<file path="config.mk">
export PLATFORM = sky130hd
export DESIGN_NAME = shift_add_multiplier_32bit_flat
export DESIGN_NICKNAME = d
export VERILOG_FILES = /design/src/rtl/shift_add_multiplier_32bit_if.sv /design/src/rtl/shift_add_multiplier_32bit.sv /design/src/flat_wrapper.sv
export SDC_FILE = /design/constraint.sdc
export NUM_CORES = 1
export LEC_CHECK = 0
export ABC_AREA = 1
export BUFFER_PORTS_ARGS = -buffer_cell sky130_fd_sc_hd__buf_2
export CAP_MARGIN = 20
export CORE_MARGIN = 8
export CORE_UTILIZATION = 45
export DETAILED_ROUTE_END_ITERATION = 7
export HOLD_SLACK_MARGIN = 0.12
export PLACE_DENSITY = 0.68
export SLEW_MARGIN = 20
export SYNTH_ARGS = -nofsm -noshare
export SYNTH_HDL_FRONTEND = slang
export SYNTH_SLANG_ARGS = --single-unit
</file>
<file path="constraint.sdc">
create_clock -name Clock -period 10.9 [get_ports Clock]
set_clock_uncertainty 0.05 [all_clocks]
set_input_delay 2.18 -clock Clock [delete_from_list [all_inputs] [get_ports Clock]]
set_output_delay 2.18 -clock Clock [all_outputs]
set_load 0.03 [all_outputs]
</file>
<file path="src/rtl/shift_add_multiplier_32bit_if.sv">
// Start/Busy/Done handshake and operand/result bus of the sequential shift-add multiplier.
// The master drives the request side; the multiplier sits on the slave modport.
interface shift_add_multiplier_32bit_if;
  logic        Start;
  logic        Signed;
  logic [31:0] Multiplicand;
  logic [31:0] Multiplier;
  logic [63:0] Product;
  logic        Busy;
  logic        Done;

  modport master (
    output Start, Signed, Multiplicand, Multiplier,
    input  Product, Busy, Done
  );

  modport slave (
    input  Start, Signed, Multiplicand, Multiplier,
    output Product, Busy, Done
  );
endinterface

</file>
<file path="src/rtl/shift_add_multiplier_32bit.sv">
// Sequential 32x32->64 shift-and-add multiplier driving one 32-bit carry-lookahead adder per cycle.
// Define SIGNED_MULT_EN to honour Signed (magnitude capture plus a two-cycle 64-bit negation).

module cla_adder_32bit (
  input  logic [31:0] a,
  input  logic [31:0] b,
  input  logic        cin,
  output logic [31:0] sum,
  output logic        cout
);
  logic [31:0] g, p;
  logic [32:0] c;

  assign g    = a & b;
  assign p    = a ^ b;
  assign c[0] = cin;

  // 4-bit lookahead groups; the group carries ripple from group to group
  for (genvar gi = 0; gi < 8; gi++) begin : g_grp
    logic [3:0] gg, pp;
    logic       grp_g, grp_p;
    assign gg    = g[4*gi +: 4];
    assign pp    = p[4*gi +: 4];
    assign grp_g = gg[3] | (pp[3] & gg[2]) | (pp[3] & pp[2] & gg[1]) | (pp[3] & pp[2] & pp[1] & gg[0]);
    assign grp_p = &pp;
    assign c[4*gi+1] = gg[0] | (pp[0] & c[4*gi]);
    assign c[4*gi+2] = gg[1] | (pp[1] & gg[0]) | (pp[1] & pp[0] & c[4*gi]);
    assign c[4*gi+3] = gg[2] | (pp[2] & gg[1]) | (pp[2] & pp[1] & gg[0]) | (pp[2] & pp[1] & pp[0] & c[4*gi]);
    assign c[4*gi+4] = grp_g | (grp_p & c[4*gi]);
  end

  assign sum  = p ^ c[31:0];
  assign cout = c[32];
endmodule

module shift_add_multiplier_32bit #(
  parameter int WIDTH = 32
) (
  input  logic                         Clock,
  input  logic                         ResetN,
  shift_add_multiplier_32bit_if.slave  bus
);
  if (WIDTH != 32) begin : g_width_check
    $error("shift_add_multiplier_32bit supports WIDTH=32 only");
  end

  typedef enum logic [2:0] {IDLE, RUN, NEG_LO, NEG_HI, DONE} state_t;

  state_t      state_reg, state_next;
  logic [31:0] mcand_reg, mcand_next;
  logic [31:0] acc_reg, acc_next;
  logic [31:0] mlo_reg, mlo_next;
  logic [5:0]  count_reg, count_next;
  logic        neg_flag_reg, neg_flag_next;
  logic        signed_reg, signed_next;
  logic        carry_reg, carry_next;

  logic [31:0] add_a, add_b, add_sum;
  logic        add_cin, add_cout;
  logic        cap_signed;
  logic [31:0] cap_a, cap_b;
  logic        busy, done;

`ifdef SIGNED_MULT_EN
  assign cap_signed = bus.Signed;
`else
  assign cap_signed = 1'b0;
`endif

  // Signed operands become magnitudes; 0x80000000 negates to itself, which is the right magnitude
  assign cap_a = (cap_signed && bus.Multiplicand[31]) ? -bus.Multiplicand : bus.Multiplicand;
  assign cap_b = (cap_signed && bus.Multiplier[31])   ? -bus.Multiplier   : bus.Multiplier;

  cla_adder_32bit u_adder (
    .a    (add_a),
    .b    (add_b),
    .cin  (add_cin),
    .sum  (add_sum),
    .cout (add_cout)
  );

  always_ff @(posedge Clock) begin
    if (!ResetN) begin
      state_reg    <= IDLE;
      mcand_reg    <= '0;
      acc_reg      <= '0;
      mlo_reg      <= '0;
      count_reg    <= '0;
      neg_flag_reg <= 1'b0;
      signed_reg   <= 1'b0;
      carry_reg    <= 1'b0;
    end else begin
      state_reg    <= state_next;
      mcand_reg    <= mcand_next;
      acc_reg      <= acc_next;
      mlo_reg      <= mlo_next;
      count_reg    <= count_next;
      neg_flag_reg <= neg_flag_next;
      signed_reg   <= signed_next;
      carry_reg    <= carry_next;
    end
  end

  always_comb begin
    state_next    = state_reg;
    mcand_next    = mcand_reg;
    acc_next      = acc_reg;
    mlo_next      = mlo_reg;
    count_next    = count_reg;
    neg_flag_next = neg_flag_reg;
    signed_next   = signed_reg;
    carry_next    = carry_reg;
    add_a         = acc_reg;
    add_b         = '0;
    add_cin       = 1'b0;
    busy          = 1'b0;
    done          = 1'b0;

    case (state_reg)
      RUN: begin
        busy  = 1'b1;
        add_b = mlo_reg[0] ? mcand_reg : '0;
        // 65-bit {carry, sum, mlo} shifted right; the carry becomes the new top bit
        acc_next = {add_cout, add_sum[31:1]};
        mlo_next = {add_sum[0], mlo_reg[31:1]};
        if (count_reg == 6'd31) begin
          count_next = '0;
          state_next = signed_reg ? NEG_LO : DONE;
        end else begin
          count_next = count_reg + 6'd1;
        end
      end
      NEG_LO: begin
        busy       = 1'b1;
        add_a      = neg_flag_reg ? ~mlo_reg : mlo_reg;
        add_cin    = neg_flag_reg;
        mlo_next   = add_sum;
        carry_next = add_cout;
        state_next = NEG_HI;
      end
      NEG_HI: begin
        busy       = 1'b1;
        add_a      = neg_flag_reg ? ~acc_reg : acc_reg;
        add_cin    = carry_reg;
        acc_next   = add_sum;
        state_next = DONE;
      end
      DONE:    done = 1'b1;
      default: ;
    endcase

    // Acceptance is identical from IDLE and DONE
    if ((state_reg == IDLE || state_reg == DONE) && bus.Start) begin
      mcand_next    = cap_a;
      mlo_next      = cap_b;
      acc_next      = '0;
      count_next    = '0;
      carry_next    = 1'b0;
      signed_next   = cap_signed;
      neg_flag_next = cap_signed & (bus.Multiplicand[31] ^ bus.Multiplier[31]);
      state_next    = RUN;
    end
  end

  assign bus.Busy    = busy;
  assign bus.Done    = done;
  assign bus.Product = {acc_reg, mlo_reg};
endmodule

</file>
<file path="src/flat_wrapper.sv">
// flat-port wrapper written by rule: the top's interface ports become plain ports
module shift_add_multiplier_32bit_flat 
#(
  parameter int WIDTH = 32
)
  (Clock, ResetN, bus_Start, bus_Signed, bus_Multiplicand, bus_Multiplier, bus_Product, bus_Busy, bus_Done);
  shift_add_multiplier_32bit_if bus_i ();
  input  logic Clock;
  input  logic ResetN;
  input wire logic [$bits(bus_i.Start)-1:0] bus_Start;
  input wire logic [$bits(bus_i.Signed)-1:0] bus_Signed;
  input wire logic [$bits(bus_i.Multiplicand)-1:0] bus_Multiplicand;
  input wire logic [$bits(bus_i.Multiplier)-1:0] bus_Multiplier;
  output wire logic [$bits(bus_i.Product)-1:0] bus_Product;
  output wire logic [$bits(bus_i.Busy)-1:0] bus_Busy;
  output wire logic [$bits(bus_i.Done)-1:0] bus_Done;
  assign bus_i.Start = bus_Start;
  assign bus_i.Signed = bus_Signed;
  assign bus_i.Multiplicand = bus_Multiplicand;
  assign bus_i.Multiplier = bus_Multiplier;
  assign bus_Product = bus_i.Product;
  assign bus_Busy = bus_i.Busy;
  assign bus_Done = bus_i.Done;
  shift_add_multiplier_32bit #(.WIDTH(WIDTH)) u_core (.Clock(Clock), .ResetN(ResetN), .bus(bus_i));
endmodule
</file>
After elaboration in Yosys (flattened, before gate mapping)
Cells that the tools add are included.
{"block": "classes", "bitwise_logic": 204, "n_shift": 0, "addsub": 1, "n_mux": 13, "div": 0, "reduce_logical": 19, "mul": 0, "magnitude_cmp": 0, "n_eq_ne": 7}
{"cell": "2-to-1 mux 32 bit", "n": 4}
{"cell": "one-hot mux 32 bit (2 select lines)", "n": 2}
{"cell": "bitwise AND 1 bit", "n": 120}
{"cell": "bitwise OR 1 bit", "n": 80}
{"cell": "bitwise XOR 32 bit", "n": 2}
{"cell": "bitwise AND 32 bit", "n": 1}
{"cell": "AND reduction 4 bit", "n": 8}
{"cell": "one-hot mux 3 bit (3 select lines)", "n": 1}
{"cell": "adder 6 x 1 -> 6 bit, second input constant", "n": 1}
{"cell": "== test 3 x 2 -> 1 bit, second input constant", "n": 2}
{"cell": "== test 6 x 5 -> 1 bit, second input constant", "n": 1}
{"cell": "2-to-1 mux 6 bit", "n": 1}
{"cell": "nonzero test 3 bit", "n": 2}
{"cell": "2-to-1 mux 1 bit", "n": 4}
{"cell": "AND reduction 2 bit", "n": 2}
{"cell": "nonzero test 4 bit", "n": 1}
{"cell": "== test 3 x 1 -> 1 bit, second input constant", "n": 1}
{"cell": "== test 3 bit, second input constant", "n": 1}
{"cell": "logical NOT 3 bit", "n": 1}
{"cell": "2-to-1 mux 3 bit", "n": 1}
{"cell": "!= test 3 x 1 -> 1 bit, second input constant", "n": 1}
{"cell": "OR reduction 3 bit", "n": 1}
{"cell": "!= test 2 x 1 -> 1 bit, second input constant", "n": 1}
{"cell": "nonzero test 2 bit", "n": 1}
{"cell": "4 further kinds", "n": 4}
{"block": "totals", "output_inout_bits": 66, "ramBits": 0, "rom_bits": 0, "in_bits": 68, "regBits": 106, "memories": 0, "latchBits": 0}

Depth between registers and ports, before layout
{"block": "depth", "depth_word": 25, "ltp_mapped": 32, "depth_no_buf": 30}

Modules after synthesis
From an unflattened synthesis, not the netlist that was laid out.
{"block": "hier_totals", "hier_cells": 1132, "hier_area_um2": 6991.7}
{"module": "shift_add_multiplier_32bit", "cells_per_inst": 950, "area_each_um2": 5626.6, "instances": 1}
{"module": "cla_adder_32bit", "cells_per_inst": 182, "area_each_um2": 1365.1, "instances": 1}

Worst setup path before layout
No wires, ideal clock.
{"block": "synth_timing", "kind": "register -> register", "start": "register u_core.state_reg[0]", "end": "register u_core.mlo_reg[25]", "setup_slack_ns": 6.858, "period_less_slack_ns": 4.042, "arrival_time_ns": 3.869, "path_buffers": 2, "path_stages_with_launch": 29, "cell_sequence": "dfxtp_1 > inv_1 > nor2_1 > inv_2 > nor2_1 > inv_1 > clkbuf_1 > buf_1 > nor2_1 > ha_1 > nand2_1 > nand2_1 > a21oi_1 > nand2_2 > nand2_2 > nand2_4 > nand2_2 > nand2_4 > nand2_2 > nand2_2 > nand2_2 > nand2_2 > nand2_2 > nand2_4 > fa_1 > xor2_1 > or2_2 > o221ai_1 > a21oi_1"}
{"block": "synth_via", "elab_chain_cells": 23, "elab_cells_between_ends": 84, "cone_classes": "eq/ne (4); mux (5); bitwise (65); reduce/logical (10)"}
{"item": "start, declared", "line_no": "shift_add_multiplier_32bit.sv:49", "rtl": "state_t state_reg, state_next;"}
{"item": "start signal, assigned", "line_no": "shift_add_multiplier_32bit.sv:93", "rtl": "state_reg <= state_next;"}
{"item": "== test 3 x 2 -> 1 bit or == test 3 x 1 -> 1 bit (tied branches)", "line_no": "shift_add_multiplier_32bit.sv:119", "rtl": "case (state_reg)"}
{"item": "2-to-1 mux 32 bit", "line_no": "shift_add_multiplier_32bit.sv:119"}
{"item": "bitwise XOR 32 bit or bitwise AND 32 bit (tied branches)", "line_no": "shift_add_multiplier_32bit.sv:15, shift_add_multiplier_32bit.sv:14"}
{"item": "bitwise AND 1 bit", "line_no": "shift_add_multiplier_32bit.sv:24", "rtl": "assign grp_g = gg[3] | (pp[3] & gg[2]) | (pp[3] & pp[2] & gg[1]) | (pp[3] & pp[2] & pp[1] & gg[0]);"}
{"item": "bitwise OR 1 bit or bitwise AND 1 bit (tied branches) (2 in a row)", "line_no": "shift_add_multiplier_32bit.sv:24"}
{"item": "bitwise OR 1 bit", "line_no": "shift_add_multiplier_32bit.sv:24"}
{"item": "bitwise OR 1 bit", "line_no": "shift_add_multiplier_32bit.sv:29", "rtl": "assign c[4*gi+4] = grp_g | (grp_p & c[4*gi]);"}
{"item": "bitwise AND 1 bit", "line_no": "shift_add_multiplier_32bit.sv:29"}
{"item": "(+6 left out)"}
{"item": "bitwise OR 1 bit", "line_no": "shift_add_multiplier_32bit.sv:29"}
{"item": "bitwise AND 1 bit", "line_no": "shift_add_multiplier_32bit.sv:29"}
{"item": "bitwise OR 1 bit", "line_no": "shift_add_multiplier_32bit.sv:29"}
{"item": "bitwise AND 1 bit", "line_no": "shift_add_multiplier_32bit.sv:26", "rtl": "assign c[4*gi+1] = gg[0] | (pp[0] & c[4*gi]);"}
{"item": "bitwise OR 1 bit", "line_no": "shift_add_multiplier_32bit.sv:26"}
{"item": "bitwise XOR 32 bit", "line_no": "shift_add_multiplier_32bit.sv:32", "rtl": "assign sum = p ^ c[31:0];"}
{"item": "one-hot mux 32 bit (2 select lines)", "line_no": "shift_add_multiplier_32bit.sv:119"}
{"item": "2-to-1 mux 32 bit", "line_no": "shift_add_multiplier_32bit.sv:153", "rtl": "if ((state_reg == IDLE || state_reg == DONE) && bus.Start) begin"}
{"item": "end signal, assigned", "line_no": "shift_add_multiplier_32bit.sv:96", "rtl": "mlo_reg <= mlo_next;"}
{"item": "end, declared", "line_no": "shift_add_multiplier_32bit.sv:52", "rtl": "logic [31:0] mlo_reg, mlo_next;"}
Parallel ways exist; a longest one is shown, timed or not.
A chain may end at the register's enable or synchronous reset.

Worst setup path after layout
{"block": "layout_timing", "start": "register u_core.state_reg[2]", "end": "register u_core.mlo_reg[29]"}
{"block": "layout_via", "elab_chain_cells": 25, "elab_cells_between_ends": 95, "cone_classes": "eq/ne (4); mux (5); bitwise (75); reduce/logical (11)"}
{"item": "== test 3 x 2 -> 1 bit or == test 3 x 1 -> 1 bit (tied branches)", "line_no": "shift_add_multiplier_32bit.sv:119"}
{"item": "2-to-1 mux 32 bit", "line_no": "shift_add_multiplier_32bit.sv:119"}
{"item": "bitwise XOR 32 bit or bitwise AND 32 bit (tied branches)", "line_no": "shift_add_multiplier_32bit.sv:15, shift_add_multiplier_32bit.sv:14"}
{"item": "bitwise AND 1 bit", "line_no": "shift_add_multiplier_32bit.sv:24"}
{"item": "bitwise OR 1 bit or bitwise AND 1 bit (tied branches) (2 in a row)", "line_no": "shift_add_multiplier_32bit.sv:24"}
{"item": "bitwise OR 1 bit", "line_no": "shift_add_multiplier_32bit.sv:24"}
{"item": "bitwise OR 1 bit", "line_no": "shift_add_multiplier_32bit.sv:29"}
{"item": "bitwise AND 1 bit", "line_no": "shift_add_multiplier_32bit.sv:29"}
{"item": "(+8 left out)"}
{"item": "bitwise OR 1 bit", "line_no": "shift_add_multiplier_32bit.sv:29"}
{"item": "bitwise AND 1 bit", "line_no": "shift_add_multiplier_32bit.sv:29"}
{"item": "bitwise OR 1 bit", "line_no": "shift_add_multiplier_32bit.sv:29"}
{"item": "bitwise AND 1 bit", "line_no": "shift_add_multiplier_32bit.sv:26"}
{"item": "bitwise OR 1 bit", "line_no": "shift_add_multiplier_32bit.sv:26"}
{"item": "bitwise XOR 32 bit", "line_no": "shift_add_multiplier_32bit.sv:32"}
{"item": "one-hot mux 32 bit (2 select lines)", "line_no": "shift_add_multiplier_32bit.sv:119"}
{"item": "2-to-1 mux 32 bit", "line_no": "shift_add_multiplier_32bit.sv:153"}
Parallel ways exist; a longest one is shown, timed or not.

==> impl_metrics.yaml <==
sta:
  slew_headroom_pct: 24.0
  worst_slew_pin_slew_ns: 1.14
  setup_viol: 0
  fin_crit_sh_pct: 46.3
  finalMaxSlewViolations: 0
  grt_setup_unrepaired: "no"
  hold_viol: 0
  tns_ns: 0
  timing.fmax_mhz: 198
  period_needed_ns: 5.04
floorplan:
  initial_core_util_pct: 46.0
  die_x_um: 135
  row_count: 43
  design.portCount: 134
  die_y_um: 135
  die_area_um2: 18200
  core_area_um2: 13800
pwr:
  internal-power_uw: 641
  power.leakage_uw: 0.00354
  switching_power_uw: 291
  p_per_area_nw_per_um2: 126
  clockPowerShare_pct: 34.5
  vdd_drop_max_mv: 0.0800
  power_frac_comb_pct: 18.4
  switching_share_pct: 31.2
  seqPwrFrac_pct: 47.1
finish:
  final_common_cell: "nand2_1"
  area_growth_pct: 16.5
  mostFrequentLayoutCells: "nand2_1, buf_2, nor2_1"
  ff_latch_area_um2: 2120
  layout.cells.non_filler: 1221
  num_antenna_cells: 0
  final_layout_size_suffix_gt1_share_pct: 17.9
  nNetsFinal: 1145
  fillers: 1429
  multiInputGateArea_um2: 3800
worst_hold_path:
  hold-path-cell-count: 2
  holdCritPathClass: "reg2reg"
  min-delay-start: "u_core.mcand_reg[19]"
  hold_end: "u_core.mcand_reg[19]"
clocking:
  clkLatencyLatePin_ns: 0.36
  postCtsSetupBuffers: 0
  clk_pin_slew_ns: 0.07
  postCtsHoldBufs: 0
  clockRootBuffer: "clkbuf_16"
  ctsResizeCount: 0
  clockBufferDepth: 2
  cts_made_buffers: 9
  cts_sinks: 106
  htreeDepth: 3
  cts_tree: "done"
critical_path:
  r2r_end: "u_core.mlo_reg[29]"
  critPathKind: "reg2reg"
  critPathSlowestCell: "inv_1"
  rr_worst_depth: 28
  arrival_ns: 5.28
  cp.required_ns: 11.13
  cp_slowest_stage_delay_ns: 0.66
  cp_max_fo: 28
  crit_path_start_kind: "register"
  critical_path.most_common_cell: "nand2_2"
  end_kind: "register"
  reg2reg_from: "u_core.state_reg[2]"
  ff2ff_setup_slack_ns: 5.86
logic_synthesis:
  yosysWarnings: 0
  netlist_area_um2: 6360
  syn_inst: 938
  yosysUniqueCellTypes: 38
  synth_xor_xnor_area_share_pct: 2.85
  syn_nets: 1047
  avgSynthCellArea_um2: 6.78
  synth_compound_area_share_pct: 19.5
  synth_top_family_by_area: "simple AND/OR/NAND/NOR gates"
  yosysSeqAreaShare_pct: 33.4
  synthMuxAreaShare_pct: 0
  synth_seq_cells: 106
  synthSimpleGateAreaFrac_pct: 28.3
  synthAdderAreaFrac_pct: 9.01
drt:
  first_pass_iters: 5
  drtIter0Drc: 453
  vias: 6469
  antenna_left: 0
  wl_per_cell_um: 15.5
  avgViaCountPerCell: 5.30
  routed_wirelength_um: 18900
  remaining_drc_errors: 0
job:
  drv_cap: 0
placement:
  dp_hpwl_um: 12800
  placed_cells: 1204
  port_buffers: 132
  gp_congestion: 0.822
global_routing:
  antenna_found_initial: 0
  grtUsageTotal_pct: 20.9
  grt_first_pass_wirelength_um: 31000
  grt_overflow: 0
  grt_pass1_vias: 6198
  grt_max_degree: 66
outcome:
  status: "finished, final reports clean"
==> stage by stage <==
stage / setup slack [ns] / cell area (um2) / util [%] / hold WS [ns] / power [uW]
after floorplan: 6.86 / 6360 / - / 0.405 / 557
after global placement: 5.68 / 7100 / 51.4 / 0.414 / 618
after detailed placement: 5.64 / 7100 / 51.4 / 0.422 / 620
after CTS: 5.84 / 7390 / 53.4 / 0.438 / 936
after global routing: 5.29 / 7410 / 53.6 / 0.451 / 973
final: 5.86 / 7410 / 53.6 / 0.432 / 932
==> cells by family after synthesis <==
kind of cell    after synthesis
xor+xnor                     19
buf+inv                     116
fa+ha+maj                    41
simple gates                440
compound gates              216
flops                       106
==> synth_stat cells (all sizes together) <==
library cell,instances,area share [%]
nand2,271,17
dfxtp,106,33
a221o,1,0.16
nor3,7,0.63
buf,17,1.1
a221oi,5,0.69
nand3,28,2.3
o211ai,3,0.35
nor2,123,7.4
a21oi,52,4.1
clkinv,1,0.059
o21bai,2,0.24
o2bb2ai,1,0.14
fa,8,2.5
or2,6,0.59
a211oi,2,0.24
xor2,17,2.6
a22oi,14,1.7
ha,33,6.5
a21o,1,0.12
o21ai,94,7.4
xnor2,2,0.28
and2,2,0.20
nand4,2,0.20
nor4,1,0.098
inv,61,3.6
clkbuf,37,2.2
o221ai,10,1.4
a31oi,31,3.0
==> critical path, delay by kind of cell (launching register included) <==
| family | cells | cell delay [ns] |
|---|---|---|
| XOR/XNOR | 1 | 0.28 |
| adder cells (fa/ha/maj) | 2 | 0.68 |
| AND/OR/NAND/NOR | 19 | 1.44 |
| AO/OA/AOI/OAI | 2 | 0.32 |
| flip-flops | 1 | 0.49 |
| buffers and inverters | 4 | 1.70 |
==> layout make-up <==
| class | instances | share of cell area (%) |
|---|---|---|
| multi-input combinational | 716 | 51.3 |
| sequential | 106 | 28.6 |
| timing repair buffer | 141 | 10.0 |
| clock buffer | 15 | 3.75 |
| inverter | 62 | 3.14 |
| tap | 180 | 3.04 |
| clock inverter | 1 | 0.101 |
==> power groups by stage <==
| stage | Combinational, uW | Clock, uW | Sequential (uW) |
|---|---|---|---|
| global placement | 171 | 0 | 447 |
| detailed placement | 172 | 0 | 448 |
| global route | 189 | 341 | 443 |
| floorplan | 88.5 | 0 | 469 |
| finish | 172 | 321 | 439 |
| CTS | 172 | 325 | 439 |
==> how the worst max path moves through the flow <==
stage	startpoint	end	slack, ns	cells past startpoint
finish	u_core.state_reg[2]	u_core.mlo_reg[29]	5.86	28
global route	u_core.state_reg[2]	u_core.mlo_reg[29]	5.29	28
CTS	u_core.state_reg[2]	u_core.mlo_reg[25]	5.84	27
detailed placement	bus_Start	u_core.mlo_reg[15]	5.64	9
global placement	bus_Start	u_core.mlo_reg[15]	5.68	9
floorplan	u_core.state_reg[0]	u_core.mlo_reg[25]	6.86	28
==> per-layer routing <==
metal	part of all wire (%)	vias to the layer above	GRT usage, %
met4	1.8	0	7.67
met5	0	-	0
li1	-	3292	-
met3	5.7	18	3.31
met2	46	171	34.4
met1	46	2988	26.9
Power figures use the tool's default switching activity.
